## src/rtl/fpmult_stream_ctrl.sv

```systemverilog
// rtl/fpmult_stream_ctrl.sv - valid/ready streaming wrapper around the FPmult multiplier
// Input FIFO -> credit-gated issue -> fixed-latency tag pipe -> result FIFO.
module fpmult_stream_ctrl #(
    parameter int IDEPTH   = 4,
    parameter int RDEPTH   = 4,
    parameter int MULT_LAT = 1,
    parameter int TAG_W    = 4
) (
    input  logic             clk,
    input  logic             rst,
    input  logic             in_valid,
    output logic             in_ready,
    input  logic [31:0]      in_a,
    input  logic [31:0]      in_b,
    input  logic [TAG_W-1:0] in_tag,
    output logic [31:0]      mult_m,
    output logic [31:0]      mult_q,
    input  logic [31:0]      mult_result,
    output logic             out_valid,
    input  logic             out_ready,
    output logic [31:0]      out_data,
    output logic [TAG_W-1:0] out_tag,
    output logic             busy
);
    localparam int IAW = $clog2(IDEPTH);
    localparam int RAW = $clog2(RDEPTH);
    localparam int ICW = $clog2(IDEPTH + 1);
    localparam int RCW = $clog2(RDEPTH + 1);
    localparam int PL  = MULT_LAT + 1;

    logic [31:0]      ia_mem [IDEPTH];
    logic [31:0]      ib_mem [IDEPTH];
    logic [TAG_W-1:0] it_mem [IDEPTH];
    logic [IAW-1:0]   iwr, ird;
    logic [ICW-1:0]   icount;

    logic [PL-1:0]    pipe_v;
    logic [TAG_W-1:0] pipe_tag [PL];

    logic [31:0]      rd_mem [RDEPTH];
    logic [TAG_W-1:0] rt_mem [RDEPTH];
    logic [RAW-1:0]   rwr, rrd;
    logic [RCW-1:0]   rcount;
    logic [RCW-1:0]   credits;

    logic push, issue, capture, pop;

    assign in_ready  = (icount != ICW'(IDEPTH));
    assign out_valid = (rcount != '0);
    assign out_data  = rd_mem[rrd];
    assign out_tag   = rt_mem[rrd];
    assign busy      = (icount != '0) || (credits != '0);

    assign push    = in_valid && in_ready;
    // Credits reserve a result slot at issue time, so capture can never overflow.
    assign issue   = (icount != '0) && (credits < RCW'(RDEPTH));
    assign capture = pipe_v[PL-1];
    assign pop     = out_valid && out_ready;

    always_ff @(posedge clk) begin
        if (rst) begin
            iwr     <= '0;
            ird     <= '0;
            icount  <= '0;
            mult_m  <= '0;
            mult_q  <= '0;
            pipe_v  <= '0;
            rwr     <= '0;
            rrd     <= '0;
            rcount  <= '0;
            credits <= '0;
        end else begin
            if (push) begin
                iwr <= iwr + IAW'(1);
            end
            if (issue) begin
                ird    <= ird + IAW'(1);
                mult_m <= ia_mem[ird];
                mult_q <= ib_mem[ird];
            end
            icount <= icount + ICW'(push) - ICW'(issue);
            pipe_v <= {pipe_v[PL-2:0], issue};
            if (capture) begin
                rwr <= rwr + RAW'(1);
            end
            if (pop) begin
                rrd <= rrd + RAW'(1);
            end
            rcount  <= rcount + RCW'(capture) - RCW'(pop);
            credits <= credits + RCW'(issue) - RCW'(pop);
        end
    end

    always_ff @(posedge clk) begin
        if (push) begin
            ia_mem[iwr] <= in_a;
            ib_mem[iwr] <= in_b;
            it_mem[iwr] <= in_tag;
        end
        pipe_tag[0] <= it_mem[ird];
        for (int i = 1; i < PL; i++) begin
            pipe_tag[i] <= pipe_tag[i-1];
        end
        if (!rst && capture) begin
            rd_mem[rwr] <= mult_result;
            rt_mem[rwr] <= pipe_tag[PL-1];
        end
    end
endmodule
```

## config.mk

```make
export PLATFORM = sky130hd
export DESIGN_NAME = fpmult_stream_ctrl
export DESIGN_NICKNAME = d
export VERILOG_FILES = /design/src/rtl/fpmult_stream_ctrl.sv
export SDC_FILE = /design/constraint.sdc
export NUM_CORES = 1
export LEC_CHECK = 0
export ABC_AREA = 1
export BUFFER_PORTS_ARGS = -buffer_cell sky130_fd_sc_hd__buf_2
export CORE_ASPECT_RATIO = 0.8
export CORE_MARGIN = 5
export CORE_UTILIZATION = 59
export DETAILED_ROUTE_END_ITERATION = 10
export PLACE_DENSITY = 0.8
export SLEW_MARGIN = 25
export SYNTH_ARGS = -nofsm -noshare
export SYNTH_HDL_FRONTEND = slang
export SYNTH_SLANG_ARGS = --single-unit
export TNS_END_PERCENT = 50
```

## constraint.sdc

```tcl
create_clock -name clk -period 5.7 [get_ports clk]
set_clock_uncertainty 0.05 [all_clocks]
set_input_delay 0.57 -clock clk [delete_from_list [all_inputs] [get_ports clk]]
set_output_delay 0.57 -clock clk [all_outputs]
set_load 0.02 [all_outputs]
```

==> summary.txt, run 1 <==
Logic synthesis
  • Top cell type's share of synthesized area: 60.82%
  • Most common cell in the netlist: nand2_1
  • Synth area leaders: edfxtp_1, dfxtp_1, nand2_1
  • Number of synthesized flops with an enable pin: 416
  • YS warnings: 0
  • Synth Flop Type: edfxtp_1
  • Area leader, netlist: edfxtp_1
  • Synthesized area per cell: 10.52 sq um
  • Net Count, Synth: 2071
  • Yosys reg bits: 511
  • Syn Inst Count: 1953
  • Yosys cell types: 24
  • Ys async rst share: 0%
  • Synth cell count leaders: nand2_1, edfxtp_1, inv_1, nor2_1, nand3_1
  • Seq/Total Area, Yosys: 70.08%
  • Post-Syn Area: 0.02054 sq mm

Floorplan
  • Die Width: 218.6 um
  • Starting Density: 59.40%
  • Num ports: 207
  • Core ar.: 0.03457 sq mm
  • Die Y: 176.9 um
  • Row count: 61
  • Die area: 0.03867 sq mm

Critical path
  • Peak fanout along the critical path: 73
  • Req. time, crit path: 5.08 ns
  • Crit path cell chain: clkinv_2 > o21ai_0 > o22ai_1 > buf_2
  • Setup crit start kind: flop
  • Critical Path Max Stage Delay: 0.90 ns
  • CP max stage cell: clkinv_2
  • Worst EP arrival: 3.11 ns
  • Worst Setup End Kind: primary output
  • Setup CP Type: reg -> out

Placement
  • Port bufs: 206
  • Final Wtd Congestion: 0.8003
  • Post-DP HPWL: 25870 um
  • Worst slack at placement: 2.759 ns
  • Placed cell area: 0.02193 sq mm

Drt
  • Drt pass-1 iters: 6
  • Residual DRC count: 0
  • DR iter-0 viols: 1283
  • Via density: 5.122
  • DRT antenna net count: 0
  • Via count: 13570
  • Drt wl/cell: 16.46 um
  • Final WL: 43630 um

Final layout
  • Fin util: 68.19%
  • Syn-to-layout area delta: 14.80%
  • Footprint of the multi-input gates: 0.004369 sq mm
  • Final instance area: 0.02358 sq mm
  • Fillers: 2397
  • Share of cells above drive strength 1: 14.44%
  • Final nets: 2253
  • Seq. cell area: 0.01441 sq mm

Timing
  • Final Hold Vio Count: 0
  • RSZ-0062 raised after global routing: no
  • Post-route setup TNS: 0 ns
  • Slew @ Worst Pin: 1.045 ns
  • Fmax: 267.8 MHz
  • Setup violators final: 0
  • Final worst path period share: 65.52%
  • Setup ws final: 1.965 ns
  • Slew Limit Headroom: 30.31%
  • Max-slew violations: 0
  • Post-layout min period: 3.735 ns

Clock network
  • Post-CTS setup buffers: 0
  • CTS Buf Count: 47
  • Clock transition at path regs: 0.06 ns
  • PostCTS Resize Cnt: 0
  • H-tree levels: 2
  • Clk_lat worst skew: 0.58 ns
  • CTS tree: built
  • Clock Sink Count: 511
  • Clk root buf: clkbuf_16
  • CTS max path bufs: 3
  • Cts hold-fix bufs: 0

Global route
  • Number of global-route vias before repair: 13540
  • GRT Util Overall: 22.40%
  • Largest net degree at the start of global routing: 97
  • Grt ovf: 0
  • First-pass GRT wire length: 68610 um
  • Initial antenna violation count: 12

Pwr
  • Peak supply drop: 0.3255 mV
  • Power per Cell Area: 471.4 mW/mm^2
  • Leak: 10.25 nW
  • Power, Total: 0.01111 W

Min path
  • Class of the worst hold path: in -> reg

Flow run
  • MaxCap Viol Count: 0

Status
  • Status: finished clean
-- routing by layer --
| metal | vias up | track usage, % | part of all wire, % |
|---|---|---|---|
| met3 | 98 | 4.720 | 7.8 |
| met5 | - | 0 | 0.24 |
| li1 | 6593 | - | - |
| met2 | 535 | 38.61 | 49 |
| met4 | 16 | 7.481 | 2.4 |
| met1 | 6332 | 28.63 | 40 |
-- critical path: cells and delay by family (launching register included) --
family,cells,cell delay [ns]
AO/OA/AOI/OAI,2,0.65
flip-flops,1,0.77
buffers and inverters,2,1.09
-- cells by family (layout without fill, tap and decap cells) --
kind of cell,Yosys count,after routing,share of synthesized area (%)
other,0,4,0
xor gates and xnor gates,4,4,0.1706
buffers and inverters,445,666,8.937
DFF,511,511,70.08
AOI/OAI and AO/OA,134,134,3.509
and+or+nand+nor,845,845,16.34
adders and majority gates,14,14,0.9625
-- sequential cells by signal (all words and copies together), names as in the netlist, 3 cells and up, named ones only --
name	count
ia_mem	128
ib_mem	128
rd_mem	128
mult_m	32
mult_q	32
it_mem	16
rt_mem	16
pipe_tag	8
credits	3
icount	3
rcount	3
-- path summary, 6_finish.rpt --
kind,start,to,slack [ns],cells after the start
worst max register to register,icount[1],ia_mem[0][25],2.88,5
worst max-delay path,flop,out_data[31],1.97,4
worst min register to register,pipe_tag[0][3],pipe_tag[0][7],0.28,0
worst min-delay path,in_b[25],ib_mem[0][25],0.16,1
-- metrics by stage --
step                cells  hold WS [ns]
finish               2650        0.1572
global route         2650        0.1426
CTS                  2645        0.1267
detailed placement   2557        0.2638
global placement     2553        0.2621
floorplan            1953        0.2596
-- power breakdown --
part | switching [W] | leakage [nW] | internal [W]
clock | 0.00136 | 0.788 | 0.00183
combinational | 0.00213 | 4.88 | 0.000937
sequential | 0.000324 | 4.58 | 0.00453
-- cells in the final DEF, fill, tap and decap left out, drive strengths merged, types with 3 or more instances in the layout --
cell / instances
buf: 222
o22ai: 40
inv: 359
ha: 11
o21ai: 85
dfxtp: 95
clkinv: 15
diode: 4
nand2: 473
clkbuf: 66
a21oi: 9
fa: 3
nor2: 234
edfxtp: 416
nand3: 136
-- layout make-up --
class,count,area share [%]
flip-flops and latches,511,61.10
repair buffers,222,5.323
clock buffers,66,5.938
well taps,472,2.505
diodes,4,0.04245
clock inverters,22,0.8809
inverters,356,5.684
multi-input cells,997,18.53
Note: power is estimated with default switching activity, not from simulation.
==> inputs of run 2 (changes only) <==
--- a/config.mk
+++ b/config.mk
@@ -5,13 +5,13 @@
 export SDC_FILE = /design/constraint.sdc
 export NUM_CORES = 1
 export LEC_CHECK = 0
-export ABC_AREA = 1
+export ABC_AREA = 0
 export BUFFER_PORTS_ARGS = -buffer_cell sky130_fd_sc_hd__buf_2
 export CORE_ASPECT_RATIO = 0.8
 export CORE_MARGIN = 5
-export CORE_UTILIZATION = 59
+export CORE_UTILIZATION = 58
 export DETAILED_ROUTE_END_ITERATION = 10
-export PLACE_DENSITY = 0.8
+export PLACE_DENSITY = 0.79
 export SLEW_MARGIN = 25
 export SYNTH_ARGS = -nofsm -noshare
 export SYNTH_HDL_FRONTEND = slang
==> constraint.sdc (replaced) <==
create_clock -name clk -period 3.7 [get_ports clk]
set_clock_uncertainty 0.05 [all_clocks]
set_input_delay 0.37 -clock clk [delete_from_list [all_inputs] [get_ports clk]]
set_output_delay 0.37 -clock clk [all_outputs]
set_load 0.02 [all_outputs]
==> run 2 against run 1 <==
  * Register-to-register slack got worse by 1.5 ns
  * Critical path depth decreased by 1
  * Final cell count decreased by 40%
  * Global-route usage decreased by 1.7 points
  * Total power increased by 45%
  * Final area decreased by 5.9%
  * Sequential share of layout area increased by 3.8 points
  * Area after synthesis decreased by 11%
  * Wire length decreased by 18%
  * Hold slack got worse by 0.13 ns
  * Core utilization increased by 2.9 points
  * Worst setup slack got worse by 0.89 ns
  * Critical path type unchanged
==> summary.txt, run 2 <==
Drt
  • Residual DRC count: 0
  • Final WL: 35970 um
  • DRT antenna net count: 0
  • Drt pass-1 iters: 4
  • DR iter-0 viols: 640
  • Drt wl/cell: 22.60 um
  • Via density: 5.648
  • Via count: 8992

Min path
  • WHS Path Cells: 1
  • Hold EP: rd_mem[2][15]
  • Hold_sp: mult_result[15]
  • Class of the worst hold path: in -> reg

Clock network
  • Post-CTS setup buffers: 0
  • H-tree levels: 2
  • Clk root buf: clkbuf_16
  • CTS Buf Count: 45
  • Clock transition at path regs: 0.07 ns
  • Clock Sink Count: 511
  • CTS tree: built
  • Clk_lat worst skew: 0.55 ns
  • CTS max path bufs: 3

Pwr
  • Power per Cell Area: 726.3 mW/mm^2
  • Logic gate share of total power: 24.4%
  • Internal power: 0.01153 W
  • Psw: 0.004589 W
  • Peak supply drop: 0.5066 mV
  • Power share of the sequential group: 46.9%
  • Leak: 7.748 nW
  • Power, Total: 0.01612 W
  • Switching Fraction: 28.47%
  • Clock Power Share: 28.8%

Critical path
  • Reg2reg path depth: 9
  • Reg2reg start: icount[1]
  • Req. time, crit path: 3.28 ns
  • Reg2Reg Setup Slack: 1.37 ns
  • Peak fanout along the critical path: 26
  • Setup crit start kind: flop
  • Worst EP arrival: 2.20 ns
  • Worst Setup End Kind: primary output
  • Setup CP Type: reg -> out
  • FF-to-FF End: credits[2]

Logic synthesis
  • Yosys cell types: 32
  • Synth area leaders: edfxtp_1, mux4_2, dfxtp_1
  • Synth Flop Type: edfxtp_1
  • Yosys reg bits: 511
  • Synth cell count leaders: edfxtp_1, mux4_2, dfxtp_1, a22o_1, clkbuf_1
  • Top cell type's share of synthesized area: 68.71%
  • Area leader, netlist: edfxtp_1
  • Net Count, Synth: 926
  • Number of synthesized flops with an enable pin: 416
  • Synthesized area per cell: 22.50 sq um
  • Most common cell in the netlist: edfxtp_1
  • Seq/Total Area, Yosys: 79.17%
  • Syn Inst Count: 808
  • YS warnings: 0
  • Ys async rst share: 0%
  • Post-Syn Area: 0.01818 sq mm

Final layout
  • Final nets: 1251
  • Syn-to-layout area delta: 22.07%
  • Final instance area: 0.02219 sq mm
  • Commonest non-fill, non-tap cell in the layout: edfxtp_1
  • Top Registers: ia_mem (128), ib_mem (128), rd_mem (128)
  • Share of cells above drive strength 1: 34.64%
  • Most frequent cells in the layout: edfxtp_1, buf_2, mux4_2
  • Fin util: 71.12%

Timing
  • RSZ-0062 raised after global routing: no
  • Setup violators final: 0
  • Post-route setup TNS: 0 ns
  • Slew Limit Headroom: 36.17%
  • Worst hold slack: 0.02741 ns
  • Max-slew violations: 0
  • Final worst path period share: 70.84%
  • Slew @ Worst Pin: 0.9574 ns
  • Fmax: 381.5 MHz
  • Final Hold Vio Count: 0
  • Post-layout min period: 2.621 ns

Placement
  • Port bufs: 206
  • Final Wtd Congestion: 0.7031
  • Post-DP HPWL: 19820 um
  • Placed cell area: 0.01971 sq mm

Floorplan
  • Starting Density: 58.26%
  • Core ar.: 0.03120 sq mm
  • Num ports: 207
  • Row count: 58
  • Die Width: 208.0 um
  • Die Y: 168.4 um
  • Die area: 0.03501 sq mm

Global route
  • Number of global-route vias before repair: 9663
  • GRT Util Overall: 20.66%
  • Largest net degree at the start of global routing: 67
  • Initial antenna violation count: 3
  • First-pass GRT wire length: 56230 um
  • Grt ovf: 0

Flow run
  • MaxCap Viol Count: 0

Status
  • Status: finished clean
## run 2: cell count changes in the layout (fill, tap and decap cells not counted), moves of 15 or more
cell	before	now
a22o_1	0	64
nand2_1	472	2
mux4_2	0	104
o21ai_1	15	0
nor2_1	225	12
o22ai_1	40	0
inv_1	351	12
dlygate4sd3_1	0	98
o21ai_0	70	4
nand3_1	136	3
## run 2: kinds of logic (layout without fill, tap and decap cells)
logic type,after synthesis,after routing,synth area share [%]
DFF,511,511,79.17
muxes,105,105,12.94
AOI/OAI and AO/OA,78,78,3.627
buffers and inverters,50,411,1.493
and+or+nand+nor,39,39,1.156
adders and majority gates,14,14,1.087
xor gates and xnor gates,11,11,0.5299
other,0,3,0
## run 2: layout make-up
cell class | count | area (sq um)
Clock buffer | 62 | 1260
Multi-Input combinational cell | 247 | 3546
Fill cell | 1842 | 9011
Antenna cell | 3 | 7.507
Sequential cell | 511 | 14400
Clock inverter | 21 | 209.0
Timing Repair Buffer | 316 | 2197
Inverter | 12 | 45.04
Tap cell | 420 | 525.5
## run 2: timing repair
action	4_1_cts	5_1_grt
setup endpoints to repair	0	0
resized for setup	0	0
hold buffers	98	0
endpoints found under the hold margin	392	0
## run 2: worst max path at each step
stage	from	slack, ns	cells past startpoint	end
after floorplan	icount[2]	0.81	3	ia_mem[0][0]
after global placement	icount[1]	1.47	9	credits[2]
after detailed placement	icount[1]	1.41	9	credits[2]
after CTS	flop	0.97	3	out_data[19]
after global routing	flop	0.91	3	out_data[19]
final	flop	1.08	3	out_data[19]
## run 2: worst max-delay path, cell delays in order, from the launching register on
cell and delay [ns]:
dfxtp_2 0.61, buf_12 0.29, mux4_2 0.57, buf_2 0.18
## run 2: through the flow
| step | setup slack, ns | cells |
|---|---|---|
| floorplan | 0.8140 | 808 |
| global placement | 1.470 | 1407 |
| detailed placement | 1.408 | 1407 |
| CTS | 0.9681 | 1588 |
| global route | 0.9090 | 1592 |
| finish | 1.079 | 1592 |
## run 2: power by group through the flow
stage / clock (W) / sequential (W) / combinational, W
after floorplan: 0 / 0.00783 / 0.00247
after global placement: 0 / 0.00770 / 0.00371
after detailed placement: 0 / 0.00773 / 0.00377
after CTS: 0.00471 / 0.00763 / 0.00388
after global routing: 0.00501 / 0.00764 / 0.00423
final: 0.00464 / 0.00755 / 0.00393
## run 2: metal layers
| metal | up-vias | GRT usage [%] | wire length [um] |
|---|---|---|---|
| met4 | 0 | 5.024 | 579 |
| met1 | 4644 | 26.50 | 14300 |
| li1 | 3995 | - | - |
| met5 | - | 0 | 0 |
| met3 | 50 | 5.738 | 2542 |
| met2 | 303 | 35.75 | 18550 |
